[config.mk]
export PLATFORM = sky130hd
export DESIGN_NAME = i2c_temp_target
export DESIGN_NICKNAME = d
export VERILOG_FILES = /design/src/rtl/i2c_pkg.sv /design/src/rtl/i2c_in_cond.sv /design/src/rtl/i2c_temp_target.sv
export SDC_FILE = /design/constraint.sdc
export NUM_CORES = 1
export LEC_CHECK = 0
export CAP_MARGIN = 25
export CORE_MARGIN = 10
export CORE_UTILIZATION = 52
export CTS_BUF_LIST = sky130_fd_sc_hd__clkbuf_4 sky130_fd_sc_hd__clkbuf_8
export CTS_CLUSTER_DIAMETER = 60
export CTS_CLUSTER_SIZE = 16
export DETAILED_ROUTE_END_ITERATION = 10
export GPL_TIMING_DRIVEN = 0
export PLACE_DENSITY_LB_ADDON = 0.08
export SETUP_SLACK_MARGIN = 0.5
export SLEW_MARGIN = 20
export SYNTH_ARGS = -nofsm -noshare
export SYNTH_HDL_FRONTEND = slang
export SYNTH_HIERARCHICAL = 1
export SYNTH_SLANG_ARGS = --single-unit
export TNS_END_PERCENT = 10
[constraint.sdc]
create_clock -name clk_100MHz -period 2.6 [get_ports clk_100MHz]
set_input_delay 0.78 -clock clk_100MHz [delete_from_list [all_inputs] [get_ports clk_100MHz]]
set_output_delay 0.78 -clock clk_100MHz [all_outputs]
set_load 0.01 [all_outputs]
[src/rtl/i2c_pkg.sv]
// Shared types and constants for the I2C temperature-sensor target.
// Holds the FSM state encoding, register indices and the register read mux.
package i2c_pkg;

  localparam int I2C_ADDR_W = 7;

  localparam logic [1:0] REG_TMSB = 2'd0;
  localparam logic [1:0] REG_TLSB = 2'd1;
  localparam logic [1:0] REG_STAT = 2'd2;
  localparam logic [1:0] REG_ID   = 2'd3;

  typedef enum logic [3:0] {
    ST_IDLE,
    ST_ADDR,
    ST_ADDR_ACK,
    ST_IGNORE,
    ST_WR_PTR,
    ST_WR_ACK,
    ST_WR_DATA,
    ST_RD_BYTE,
    ST_RD_ACK
  } state_t;

  function automatic logic [7:0] reg_byte(input logic [1:0] idx,
                                          input logic [15:0] temp,
                                          input logic [7:0] stat,
                                          input logic [7:0] id);
    logic [7:0] b;
    case (idx)
      REG_TMSB: b = temp[15:8];
      REG_TLSB: b = temp[7:0];
      REG_STAT: b = stat;
      default:  b = id;
    endcase
    return b;
  endfunction

endpackage

[src/rtl/i2c_in_cond.sv]
// One bus line: 2-FF synchroniser, stability filter when I2C_GLITCH_FILTER_EN is defined, edge detect.
// Edge latency 2 clocks (2+FILT_LEN with the filter); no backpressure, edges are one-cycle strobes.
module i2c_in_cond #(
  parameter int FILT_LEN = 4
) (
  input  logic clk,
  input  logic reset,
  input  logic raw,
  output logic level,
  output logic rise,
  output logic fall
);

  logic s1;
  logic s2;
  logic prev;

  always_ff @(posedge clk) begin
    s1 <= raw;
    s2 <= s1;
  end

`ifdef I2C_GLITCH_FILTER_EN
  localparam int CW = $clog2(FILT_LEN + 1);

  logic [CW-1:0] cnt;
  logic          filt;

  // Output follows the synchronised line only after FILT_LEN consecutive differing samples.
  always_ff @(posedge clk) begin
    if (reset) begin
      filt <= s2;
      cnt  <= '0;
    end else if (s2 == filt) begin
      cnt <= '0;
    end else if (cnt == CW'(FILT_LEN - 1)) begin
      filt <= s2;
      cnt  <= '0;
    end else begin
      cnt <= cnt + 1'b1;
    end
  end

  assign level = filt;
`else
  // Filter length only matters when the filter is built.
  if (FILT_LEN > 0) begin : g_sync_only
    assign level = s2;
  end
`endif

  // prev tracks the line through reset so no phantom edge appears on release.
  always_ff @(posedge clk) begin
    prev <= level;
  end

  assign rise = ~reset & level & ~prev;
  assign fall = ~reset & ~level & prev;

endmodule

[src/rtl/i2c_temp_target.sv]
// I2C target emulating the board temperature sensor (4-byte register map); I2C_GLITCH_FILTER_EN adds input filtering.
// Reacts 2 clocks (2+FILT_LEN filtered) after a bus edge; never stretches SCL, SDA is open-drain via sda_oe.
module i2c_temp_target
  import i2c_pkg::*;
#(
  parameter logic [I2C_ADDR_W-1:0] TARGET_ADDR = 7'h4B,
  parameter logic [7:0]            DEV_ID      = 8'hCB,
  parameter int                    FILT_LEN    = 4
) (
  input  logic        clk_100MHz,
  input  logic        reset,
  input  logic        scl_in,
  input  logic        sda_in,
  output logic        sda_oe,
  input  logic [15:0] temp_data,
  input  logic [7:0]  status,
  output logic        busy,
  output logic        wr_valid,
  output logic [7:0]  wr_data
);

  logic scl_lvl, scl_rise, scl_fall;
  logic sda_lvl, sda_rise, sda_fall;

  i2c_in_cond #(.FILT_LEN(FILT_LEN)) u_scl (
    .clk   (clk_100MHz),
    .reset (reset),
    .raw   (scl_in),
    .level (scl_lvl),
    .rise  (scl_rise),
    .fall  (scl_fall)
  );

  i2c_in_cond #(.FILT_LEN(FILT_LEN)) u_sda (
    .clk   (clk_100MHz),
    .reset (reset),
    .raw   (sda_in),
    .level (sda_lvl),
    .rise  (sda_rise),
    .fall  (sda_fall)
  );

  logic start_det;
  logic stop_det;

  assign start_det = scl_lvl & sda_fall;
  assign stop_det  = scl_lvl & sda_rise;

  state_t      state;
  logic [7:0]  rx;
  logic [7:0]  tx;
  logic [3:0]  bit_cnt;
  logic [1:0]  ptr;
  logic [15:0] shadow;
  logic        is_rd;
  logic [7:0]  rd_byte;

  assign rd_byte = reg_byte(ptr, shadow, status, DEV_ID);

  always_ff @(posedge clk_100MHz) begin
    if (reset) begin
      state    <= ST_IDLE;
      sda_oe   <= 1'b0;
      busy     <= 1'b0;
      wr_valid <= 1'b0;
      wr_data  <= 8'h00;
      ptr      <= REG_TMSB;
      rx       <= 8'h00;
      tx       <= 8'h00;
      bit_cnt  <= 4'd0;
      shadow   <= 16'h0000;
      is_rd    <= 1'b0;
    end else begin
      wr_valid <= 1'b0;
      if (stop_det) begin
        state  <= ST_IDLE;
        sda_oe <= 1'b0;
        busy   <= 1'b0;
      end else if (start_det) begin
        state   <= ST_ADDR;
        sda_oe  <= 1'b0;
        bit_cnt <= 4'd0;
      end else begin
        case (state)
          ST_ADDR: begin
            if (scl_rise) begin
              rx      <= {rx[6:0], sda_lvl};
              bit_cnt <= bit_cnt + 4'd1;
            end else if (scl_fall && bit_cnt == 4'd8) begin
              bit_cnt <= 4'd0;
              if (rx[7:1] == TARGET_ADDR) begin
                sda_oe <= 1'b1;
                busy   <= 1'b1;
                is_rd  <= rx[0];
                state  <= ST_ADDR_ACK;
                if (rx[0]) shadow <= temp_data;
              end else begin
                busy  <= 1'b0;
                state <= ST_IGNORE;
              end
            end
          end

          ST_ADDR_ACK: begin
            if (scl_fall) begin
              bit_cnt <= 4'd0;
              if (is_rd) begin
                tx     <= rd_byte;
                sda_oe <= ~rd_byte[7];
                state  <= ST_RD_BYTE;
              end else begin
                sda_oe <= 1'b0;
                state  <= ST_WR_PTR;
              end
            end
          end

          ST_WR_PTR: begin
            if (scl_rise) begin
              rx      <= {rx[6:0], sda_lvl};
              bit_cnt <= bit_cnt + 4'd1;
            end else if (scl_fall && bit_cnt == 4'd8) begin
              ptr    <= rx[1:0];
              sda_oe <= 1'b1;
              state  <= ST_WR_ACK;
            end
          end

          ST_WR_ACK: begin
            if (scl_fall) begin
              sda_oe  <= 1'b0;
              bit_cnt <= 4'd0;
              state   <= ST_WR_DATA;
            end
          end

          ST_WR_DATA: begin
            if (scl_rise) begin
              rx      <= {rx[6:0], sda_lvl};
              bit_cnt <= bit_cnt + 4'd1;
              // Report the byte as soon as its last bit is in, ahead of the ACK.
              if (bit_cnt == 4'd7) begin
                wr_valid <= 1'b1;
                wr_data  <= {rx[6:0], sda_lvl};
                ptr      <= ptr + 2'd1;
              end
            end else if (scl_fall && bit_cnt == 4'd8) begin
              sda_oe <= 1'b1;
              state  <= ST_WR_ACK;
            end
          end

          ST_RD_BYTE: begin
            if (scl_rise) begin
              bit_cnt <= bit_cnt + 4'd1;
            end else if (scl_fall) begin
              if (bit_cnt == 4'd8) begin
                sda_oe  <= 1'b0;
                ptr     <= ptr + 2'd1;
                bit_cnt <= 4'd0;
                state   <= ST_RD_ACK;
              end else begin
                sda_oe <= ~tx[6];
                tx     <= {tx[6:0], 1'b0};
              end
            end
          end

          ST_RD_ACK: begin
            // bit_cnt marks that the master's ACK bit has been sampled.
            if (scl_rise) begin
              if (sda_lvl) state <= ST_IGNORE;
              else bit_cnt <= 4'd1;
            end else if (scl_fall && bit_cnt == 4'd1) begin
              tx      <= rd_byte;
              sda_oe  <= ~rd_byte[7];
              bit_cnt <= 4'd0;
              state   <= ST_RD_BYTE;
            end
          end

          default: ;
        endcase
      end
    end
  end

endmodule
==> results.py <==
metrics = {
    "routing": {
        "routed_wl_um": 8050,
        "drtIter0Drc": 244,
        "drt_pass1_iterations": 5,
        "dr.max_layer_used": "met4",
        "drt-met1-wl_um": 3650,
        "ant_nets": 0,
        "wire_per_inst_um": 16.7,
        "drc": 0,
        "met3_length_um": 531,
        "wl_met2_um": 3720,
        "vias": 2789,
        "via_per_inst": 5.80,
    },
    "synthesis": {
        "yosysSeqAreaShare_pct": 38.6,
        "synth_top_area_share_pct": 38.6,
        "async_flop_share_pct": 0,
        "synthTopCellsByArea": "dfxtp_1, mux2i_1, nor2_1, a21oi_1, ha_1",
        "synth-compound-area-share_pct": 18.0,
        "synthMuxAreaShare_pct": 13.5,
        "syn_nets": 376,
        "synth_top_cell_by_area": "dfxtp_1",
        "syn_avg_cell_area_um2": 8.98,
        "synth_area_um2": 3060,
        "synth_top_family_by_area": "simple AND/OR/NAND/NOR gates",
        "syn_inst": 341,
        "synthAdderAreaFrac_pct": 2.86,
        "synth-xor-area-share_pct": 0.286,
        "yosys.cell_count.top_type": "dfxtp_1",
        "synthSimpleGateAreaFrac_pct": 21.6,
        "yosysUniqueCellTypes": 64,
        "synth_warnings": 6,
        "ys.flop_type": "dfxtp_1",
        "ys_ff_latch": 59,
        "synth_edf_count": 0,
        "synth_common_cells": "dfxtp_1, nor2_1, mux2i_1",
    },
    "placement": {
        "place_congestion": 0.923,
        "port-buffer-count": 38,
        "dpl.hpwl_um": 5690,
        "placed_cells": 451,
    },
    "hold_path": {
        "hold_path_depth": 0,
        "hold_class": "flip-flop to flip-flop",
    },
    "floorplan": {
        "start_util_pct": 54.6,
        "die_y_um": 96.7,
        "core_um2": 5610,
        "die_area_um2": 9360,
        "die_w_um": 96.7,
        "num_rows": 27,
        "io_pins": 39,
    },
    "critical_path": {
        "r2r_slack_ns": 0.44,
        "crit_arrival_ns": 2.57,
        "slowest_stage": "a211o_1",
        "cp-start-kind": "input port",
        "crit_start": "reset",
        "crit_type": "input port to flip-flop",
        "end_kind": "flip-flop",
        "cp.depth": 9,
        "path_max_fanout": 5,
        "r2r-start": "bit_cnt[0]",
        "critPathMaxStageDelay_ns": 0.33,
        "r2r_end": "bit_cnt[3]",
        "worst-r2r-cell-count": 10,
        "crit_family": "compound AO/OA/AOI/OAI gates",
        "cp.required_ns": 2.88,
        "crit_path_cell_trace": "buf_12 -> nor3b_4 -> and4bb_2 -> o21ai_2 -> a211o_1 -> o31ai_4 -> buf_4 -> and4bb_1 -> o21bai_1",
        "path_buf_inv": 2,
        "crit_end": "bit_cnt[1]",
    },
    "global_routing": {
        "grt_overflow": 0,
        "antenna_found_initial": 0,
        "grt_pass1_vias": 2702,
        "grt_max_degree": 12,
        "grt_pass1_wl_um": 13400,
        "track_usage_pct": 16.9,
    },
    "finish": {
        "syn_to_final_growth_pct": 30.0,
        "diodes": 0,
        "fin_nets": 439,
        "drive_gt1_share_pct": 16.4,
        "finalNonFillerCells": 481,
    },
    "clock_network": {
        "clk_latency_ns": 0.35,
        "htreeDepth": 3,
        "cts_sinks": 59,
        "cts_tree": "done",
        "root_buffer": "clkbuf_8",
        "clk_path_buf_depth": 2,
        "cts_buffers": 9,
        "hold_buffers": 0,
        "path_clk_slew_ns": 0.07,
    },
    "timing": {
        "finalHoldViolations": 0,
        "worst_pin_slew_ns": 0.593,
        "finalCritPeriodShare_pct": 88.0,
        "fmax_ghz": 0.437,
        "drv_slew": 0,
        "hold_ws_ns": 0.331,
        "relSlewSlack_pct": 60.4,
        "setup_viol": 0,
        "rsz0062_at_grt": "true",
        "clock_skew_ns": 0.0113,
        "period_minus_slack_ns": 2.29,
    },
    "outcome": {
        "outcome": "complete, no violations",
    },
    "pwr": {
        "cellPowerDensity_nw_per_um2": 655,
        "p_leak_uw": 0.00171,
        "p_total_uw": 2610,
        "vdd_drop_max_v": 0.000436,
    },
    "job": {
        "drv_cap": 0,
    },
}
## per-layer routing
| metal | up-vias | track usage (%) |
|---|---|---|
| met4 | 0 | 7.44 |
| met5 | - | 0 |
| li1 | 1380 | - |
| met1 | 1289 | 21.9 |
| met3 | 19 | 3.83 |
| met2 | 101 | 26.1 |
## stage by stage
| stage | TNS [ns] | instance area [um2] | util, % | setup slack, ns |
|---|---|---|---|---|
| finish | 0 | 3980 | 71.0 | 0.312 |
| detailed placement | -23.85 | 3570 | 63.6 | -0.678 |
| global placement | -23.66 | 3570 | 63.6 | -0.651 |
| CTS | 0 | 3930 | 70.1 | 0.349 |
| global route | 0 | 3980 | 71.0 | 0.265 |
| floorplan | 0 | 3100 | - | 0.206 |
## layout make-up
cell class / instances / area, um2
multi-input combinational: 249 / 1780
fill: 446 / 1630
sequential: 59 / 1180
timing repair buffer: 52 / 499
clock buffer: 11 / 151
buffer: 24 / 151
tap: 72 / 90.1
clock inverter: 5 / 85.1
inverter: 9 / 37.5
## registers in the layout (all words and copies together), names as in the netlist, 2 cells and up
| name | count |
|---|---|
| bit_cnt | 4 |
| ptr | 2 |
| rx | 8 |
| shadow | 16 |
| state | 4 |
| tx | 7 |
| wr_data | 8 |
## cell usage in the layout (no fill, tap or decap), types with 3 or more instances in the layout
cell type / n
clkdlybuf4s50_1: 37
o21ai_0: 9
buf_4: 16
nor2_1: 55
inv_1: 8
nand3_1: 5
o21ai_1: 3
a21oi_1: 20
nand3b_1: 3
a211oi_1: 6
dfxtp_1: 58
ha_1: 7
clkbuf_1: 8
and3_1: 4
a22oi_1: 4
nor3_1: 6
mux2i_1: 39
clkbuf_8: 12
buf_6: 4
nor2b_1: 3
a31oi_1: 5
a222oi_1: 4
nand2_1: 14
nand4b_1: 3
nand4_1: 3
buf_1: 3
buf_2: 5
## worst min path at each step
stage / startpoint / to / slack (ns)
2_1_floorplan: u_scl/s1 / u_scl/level / 0.31
3_3_place_gp: u_sda/s1 / u_sda/level / 0.31
3_5_place_dp: u_sda/s1 / u_sda/level / 0.32
4_1_cts: u_sda/s1 / u_sda/level / 0.33
5_1_grt: u_sda/s1 / u_sda/level / 0.33
6_report: u_sda/s1 / u_sda/level / 0.33
## timing repair
| item | 4_1_cts | 5_1_grt |
|---|---|---|
| setup endpoints to repair | 53 | 43 |
| hold endpoints to repair | 0 | 0 |
| buffers inserted | 11 | 3 |
| gates resized for setup | 17 | 6 |
| cloned | 0 | 0 |
| pin swaps | 9 | 9 |
## power by group
part	internal (uW)	switching, uW	leakage (uW)
Sequential	932	28.3	0.000478
Combinational	315	350	0.00112
Clock	595	389	0.000116
## cell families (layout without fill, tap and decap cells)
family	count (synthesis)	in the layout
mux	41	41
xor+xnor	1	1
flops	59	59
compound gates	77	77
simple gates	123	123
buf+inv	33	101
fa+ha+maj	7	7
Power figures use the tool's default switching activity.
